==> src/rtl/apb_slave_mem.sv <==
// apb_slave_mem: APB completer backed by a word-addressed register file.
//   Accepts setup/access transfers, inserts WAIT_STATES wait cycles, commits
//   writes, returns read data and flags PSLVERR for out-of-range addresses
//   and for reads of words never written since reset.
// Ports:
//   PCLK, PRESET       clock, asynchronous active-high reset
//   PSEL, PENABLE      APB select / access-phase strobe
//   PWRITE, PADDR      direction and word address
//   PWDATA             write data
//   PREADY             high in the completion cycle (registered)
//   PRDATA, PSLVERR    read data / error response, nonzero only on completion
//   ERR_COUNT          saturating count of error responses issued
module apb_slave_mem #(
  parameter int ADDR_WIDTH  = 32,
  parameter int DATA_WIDTH  = 32,
  parameter int DEPTH       = 64,
  parameter int WAIT_STATES = 1
) (
  input  logic                  PCLK,
  input  logic                  PRESET,
  input  logic                  PSEL,
  input  logic                  PENABLE,
  input  logic                  PWRITE,
  input  logic [ADDR_WIDTH-1:0] PADDR,
  input  logic [DATA_WIDTH-1:0] PWDATA,
  output logic                  PREADY,
  output logic [DATA_WIDTH-1:0] PRDATA,
  output logic                  PSLVERR,
  output logic [7:0]            ERR_COUNT
);
  localparam int IDX_W = (DEPTH > 1) ? $clog2(DEPTH) : 1;

  typedef enum logic {IDLE, ACCESS} state_t;

  state_t                state, state_n;
  logic [2:0]            cnt, cnt_n;
  logic [ADDR_WIDTH-1:0] addr_q, addr_n;
  logic                  wr_q, wr_n;
  logic [DATA_WIDTH-1:0] wdata_q, wdata_n;

  logic [DATA_WIDTH-1:0] mem [DEPTH];
  logic [DEPTH-1:0]      valid;

  logic                  done, commit;
  logic                  in_range_n;
  logic [IDX_W-1:0]      idx_n, idx_q;
  logic                  pready_n, pslverr_n;
  logic [DATA_WIDTH-1:0] prdata_n;

  assign idx_q  = addr_q[IDX_W-1:0];
  // PREADY is only ever high in ACCESS with the counter at zero.
  assign done   = (state == ACCESS) && PREADY && PSEL && PENABLE;
  assign commit = done && wr_q && (addr_q < ADDR_WIDTH'(DEPTH));

  // Next-state and next-latch logic.
  always_comb begin
    state_n = state;
    cnt_n   = cnt;
    addr_n  = addr_q;
    wr_n    = wr_q;
    wdata_n = wdata_q;
    case (state)
      IDLE: begin
        if (PSEL && !PENABLE) begin
          state_n = ACCESS;
          cnt_n   = 3'(WAIT_STATES);
          addr_n  = PADDR;
          wr_n    = PWRITE;
          wdata_n = PWDATA;
        end
      end
      ACCESS: begin
        if (!PSEL)          state_n = IDLE;
        else if (done)      state_n = IDLE;
        else if (cnt != '0) cnt_n   = cnt - 3'd1;
      end
      default: state_n = IDLE;
    endcase
  end

  // Response for the cycle being entered. Computed from the latch values
  // that will be held in that cycle, so outputs can be registered while the
  // WAIT_STATES=0 case still completes in the first access cycle.
  always_comb begin
    in_range_n = addr_n < ADDR_WIDTH'(DEPTH);
    idx_n      = addr_n[IDX_W-1:0];
    pready_n   = (state_n == ACCESS) && (cnt_n == '0);
    pslverr_n  = 1'b0;
    prdata_n   = '0;
    if (pready_n) begin
      if (!in_range_n) begin
        pslverr_n = 1'b1;
      end else if (!wr_n) begin
        if (valid[idx_n]) prdata_n  = mem[idx_n];
        else              pslverr_n = 1'b1;
      end
    end
  end

  always_ff @(posedge PCLK or posedge PRESET) begin
    if (PRESET) state <= IDLE;
    else        state <= state_n;
  end

  always_ff @(posedge PCLK or posedge PRESET) begin
    if (PRESET) begin
      cnt       <= '0;
      addr_q    <= '0;
      wr_q      <= 1'b0;
      wdata_q   <= '0;
      PREADY    <= 1'b0;
      PRDATA    <= '0;
      PSLVERR   <= 1'b0;
      ERR_COUNT <= '0;
      valid     <= '0;
    end else begin
      cnt     <= cnt_n;
      addr_q  <= addr_n;
      wr_q    <= wr_n;
      wdata_q <= wdata_n;
      PREADY  <= pready_n;
      PRDATA  <= prdata_n;
      PSLVERR <= pslverr_n;
      if (commit) valid[idx_q] <= 1'b1;
      if (done && PSLVERR && (ERR_COUNT != 8'hFF)) ERR_COUNT <= ERR_COUNT + 8'd1;
    end
  end

  // Storage is deliberately not reset; the valid bits hide stale contents.
  always_ff @(posedge PCLK) begin
    if (commit) mem[idx_q] <= wdata_q;
  end

endmodule

==> config.mk <==
export PLATFORM = sky130hd
export DESIGN_NAME = apb_slave_mem
export DESIGN_NICKNAME = d
export VERILOG_FILES = /design/src/rtl/apb_slave_mem.sv
export SDC_FILE = /design/constraint.sdc
export NUM_CORES = 2
export LEC_CHECK = 0
export ABC_AREA = 1
export BUFFER_PORTS_ARGS = -buffer_cell sky130_fd_sc_hd__buf_2
export CORE_MARGIN = 3
export CORE_UTILIZATION = 30
export DETAILED_ROUTE_END_ITERATION = 10
export GPL_TIMING_DRIVEN = 0
export PLACE_DENSITY = 0.47
export SLEW_MARGIN = 20
export SYNTH_ARGS = -nofsm -noshare
export SYNTH_HDL_FRONTEND = slang
export SYNTH_SLANG_ARGS = --single-unit
==> constraint.sdc <==
create_clock -name PCLK -period 6.2 [get_ports PCLK]
set_clock_uncertainty 0.15 [all_clocks]
set_input_delay 0.31 -clock PCLK [delete_from_list [all_inputs] [get_ports PCLK]]
set_output_delay 0.31 -clock PCLK [all_outputs]
set_load 0.02 [all_outputs]
# == After elaboration in Yosys (flattened, before gate mapping) ==
# Memories as Yosys holds them, arrays and structs flattened.
# Index checks and enable logic that the tools add are counted.
# totals
out_inout_bits,42
regBits,175
ramBits,2048
memories,1
word_cells,62
in_bits,69
# memory_table
name,depth,word_bits,rd,rd_ports_with_merged_regs,wr,line_no,rtl
mem,64,32,1,0,1,41,logic [DATA_WIDTH-1:0] mem [DEPTH];
# op_classes
bitwise,2
eq_ne,1
n_mux,27
addsub,2
reduce_logical,14
magnitude_cmp,5
# ops
operator,count
$mux W32,6
$lt A32 B7 Y1 const B,2
$or A64 B64 Y64,1
$lt A6 B7 Y1 const B,2
$mux W1,13
$mux W3,4
$logic_and A1 B1 Y1,10
$add A8 B1 Y8 const B,1
$ne A8 B8 Y1 const B,1
$bmux W1 S6,1
$demux W1 S6,1
$ge A6 B1 Y1 const B,1
$pmux W3 S2,1
$logic_not A3 Y1,1
$reduce_bool A3 Y1,1
$sub A3 B1 Y3 const B,1
$pmux W1 S2,1
$reduce_and A2 Y1,1
$logic_not A1 Y1,1
$not A1 Y1,1

# == Longest topological paths before layout ==
# depth
depth_word,10
ltp_mapped,17

# == Worst setup path before layout ==
# No wires, ideal clock.
# synth_timing
path_kind,flip-flop to flip-flop
start,register state
end,"memory mem[18][0], enable pin"
required_ps,5628
setup_ps,422
synth_period_minus_slack_ps,3488
path_buffers,0
arrival_time_ps,2916
stages_incl_launch_ff,7
setup_slack_ps,2712
cell_sequence,dfrtp_1 nand4_1 nor4_1 nand2_1 nor3_1 nand2_1 nor2_1
# synth_via
elab_chain_len,7
# synth_rtl
item,line_no,rtl
from (decl),35,"state_t state, state_n;"
from (signal assigned),102,else state <= state_n;
$logic_and A1 B1 Y1 (3 in series),52,assign done = (state == ACCESS) && PREADY && PSEL && PENABLE;
$logic_and A1 B1 Y1 (2 in series),53,assign commit = done && wr_q && (addr_q < ADDR_WIDTH'(DEPTH));
$mux W1,131,if (commit) mem[idx_q] <= wdata_q;
$mux W1 (not written as such),131,
to (decl),41,
# Every way passes these cells.

# == Worst setup path in the final report ==
# layout_timing
start,register addr_q[1]
end,register PRDATA[9]
# layout_via
elab_chain_len,8
elab_cells_between_ends,10
classes_between,order compare (1); mux (8); memory (1)
# layout_rtl
item,line_no,rtl
from (decl),37,"logic [ADDR_WIDTH-1:0] addr_q, addr_n;"
from (signal assigned),118,addr_q <= addr_n;
$mux W32,64,if (PSEL && !PENABLE) begin
$mux W32 (*),62,case (state)
$bmux W1 S6,94,if (valid[idx_n]) prdata_n = mem[idx_n];
$mux W1 (not written as such),94,
$mux W32,94,
$mux W32,93,end else if (!wr_n) begin
$mux W32 (*),91,if (!in_range_n) begin
$mux W32 (*),90,if (pready_n) begin
named net prdata_n[9],48,logic [DATA_WIDTH-1:0] prdata_n;
to (signal assigned),122,PRDATA <= prdata_n;
to (decl),27,"output logic [DATA_WIDTH-1:0] PRDATA,"
# Mark *: on every way through the listed nets, which the timed path passes. The rest lies on a longest branch. The select of a mux whose other input is x is not followed.
# A chain may end at the register's enable or synchronous reset.

==> results.md <==
- Most common cell after layout, fill and taps aside: nand3_1
- Cell Area, Synth: 89500 sq um
- Worst setup EP type: flop
- DP Worst Slack: 1.72 ns
- Layout cells sized above 1: 13.2%
- Slowest CP cell: clkbuf_1
- Sequential area share after synthesis: 73.6%
- Die area: 305000 sq um
- Setup TNS: 0 ns
- Via count: 64600
- Worst hold stages: 4
- Worst-path clk slew: 0.06 ns
- Crit path cell chain: inv_1 -> o21ai_2 -> buf_2 -> clkbuf_1 -> nand3_1 -> nand3_1 -> nand3_1 -> nand3_1 -> nand3_1 -> nand3_1 -> nor2_1
- Crit Path Max Fanout: 12
- Placed Area: 99300 sq um
- Worst Hold Endpoint: wdata_q[28]
- Netlist cell types: 33
- RR Startpoint: addr_q[1]
- Worst R2R Path Depth: 11
- Post-route DRC: 0
- Layout area overhead: 20.4%
- Worst path top cell family by delay: buffers and inverters
- Relative slew margins: 16.7%
- First-pass GRT wire length: 494000 um
- Final period util: 74.7%
- Post-CTS Resized: 0
- Period minus WS final: 4.63 ns
- IO Port Bufs: 110
- Core ar.: 295000 sq um
- Max-slew violation total from the final report: 0
- Worst-Margin Slew: 1.25 ns
- Outcome: finished, final reports clean
- Vias per inst: 5.29
- Inserted Clock Buffers: 236
- Postcts setup bufs: 0
- Max IR drop VDD: 331 uV
- Die width: 552 um
- Hold buffers post-CTS: 93
- Sequential Power Share: 44.8%
- Hold Startpoint: PWDATA[28]
- H-tree depth: 4
- Final hold vios: 0
- CP arrival: 5.24 ns
- Internal cell power: 26.8 mW
- Syn_nets: 7551
- Total power: 39.3 mW
- Yosys reg bits: 2223
- Setup violations, final: 0
- Vias in the first global route: 61600
- P per Cell Area: 365 nW/um^2
- Most frequent cells in the layout: nand3_1, nand2_1, edfxtp_1
- Detailed Route Iter0 Violations: 8074
- GRT overflow: 0
- Nets: 8161
- Initial antenna violation count: 24
- Crit path top cell by count: nand3_1
- Bufs and invs on worst path: 3
- Synth Area per Inst: 12.0 sq um
- Worst-Skew Late Latency: 0.90 ns
- Async S/R FF share, synth: 7.87%
- Post-DP HPWL: 250000 um
- Sw Share: 31.7%
- Die H: 552 um
- Critical Path RT: 6.81 ns
- # IOs: 111
- Top FF cell, synth: edfxtp_1
- Initial Util: 30.3%
- Crit Reg-Reg Endpoint: PRDATA[9]
- Startpoint types: flop
- Wire per inst: 29.6 um
- Clock sinks: 2223
- TritonCTS clock tree: built
- Post-synth EDFFs: 2048
- GPL Wtd Cong: 0.878
- CP Class: flop to flop
- Final worst setup slack: 1.57 ns
- R2r setup slk: 1.57 ns
- Comb power frac: 19.9%
- Ys Warns: 0
- Post-route ant nets: 0
- Syn Inst Count: 7478
- Routed wire length: 361000 um
- Pleak: 38.4 nW
- Clock share of power: 35.3%
- Fmax: 216 MHz
- Overall routing resource usage: 23.0%
- Unrepaired setup endpoints after global routing: no
- Worst Hold Class: input port to flop
- NetSw: 12.5 mW
- Drt pass-1 iters: 8
- CTS Buffer Depth: 3
- Root buf cell: clkbuf_16
- Crit-path max cell delay: 0.93 ns
- Row count: 199
- Pin count of the biggest net entering global routing: 78
- Max Cap Viol: 0
- Design area: 108000 sq um
[layer usage]
layer / share of wire, % / global-route usage [%]
met1: 40 / 29.6
met2: 46 / 37.1
met3: 8.6 / 4.34
met5: 0.0094 / 0
met4: 5.6 / 11.5
[per-stage QoR]
| step | hold WS (ns) | std cells | util, % |
|---|---|---|---|
| after floorplan | 0.270 | 7478 | - |
| after global placement | 0.288 | 11500 | 32.1 |
| after detailed placement | 0.198 | 11700 | 33.6 |
| after CTS | 0.00220 | 12200 | 36.5 |
| after global routing | 0.0374 | 12200 | 36.5 |
| final | 0.0409 | 12200 | 36.5 |
[power groups by stage]
| stage | combinational, mW | clock, mW | sequential, mW |
|---|---|---|---|
| 3_5_place_dp | 7.62 | 0 | 17.9 |
| 6_report | 7.81 | 13.9 | 17.6 |
| 2_1_floorplan | 3.72 | 0 | 17.8 |
| 4_1_cts | 7.69 | 14.0 | 17.6 |
| 5_1_grt | 8.21 | 14.6 | 17.6 |
| 3_3_place_gp | 6.91 | 0 | 18.4 |
[worst reg2reg max path, delay by kind of cell (launching register included)]
kind | cells | cell delay [ns]
compound gates | 1 | 0.52
simple gates | 7 | 1.34
buf+inv | 3 | 1.84
flops | 1 | 0.65
[how the worst max path moves through the flow]
stage,from,to,cells past startpoint,slack (ns)
global route,state,PRDATA[14],12,1.55
global placement,PRESET,PRDATA[28],2,-1.90
finish,addr_q[1],PRDATA[9],11,1.57
CTS,state,PRDATA[14],12,1.69
detailed placement,state,PRDATA[14],12,1.72
floorplan,PRESET,ERR_COUNT[0],1,0.99
[synth_stat cells, types with 6 or more instances]
cell      count  area share, %
or2_2        19           0.13
o211ai_1      6          0.050
dfrtp_1     175            4.9
inv_1       103           0.43
nand3_1    2292             13
buf_2       262            1.5
buf_1        64           0.27
nand4_1       6          0.042
nand2_1    2085            8.7
clkbuf_1    100           0.42
edfxtp_1   2048             69
o21ai_0      77           0.43
nor2_1      117           0.49
buf_4        68           0.57
buf_6        10           0.13
[logic make-up after synthesis]
logic type      after synthesis  share of synthesized area (%)
xor+xnor                      7                         0.0685
flops                      2223                           73.6
buf+inv                     611                           3.30
simple gates               4540                           22.4
fa+ha+maj                     4                         0.0559
compound gates               93                          0.558
[registers in the layout, summed over array words and instances (netlist names), 3 cells and up]
name and count:
cnt 3, ERR_COUNT 8, valid 64, addr_q 32, mem 2048, wdata_q 32, PRDATA 32
[final cells by class]
type,count,area [sq um]
clock buffers,310,6300
fillers,28800,188000
plain buffers,505,2580
repair buffers,372,5220
diodes,17,42.5
multi-input cells,4644,21100
flip-flops and latches,2223,66000
clock inverters,130,1170
well taps,3919,4900
inverters,106,405
No activity file was read; power rests on OpenSTA's default activity.
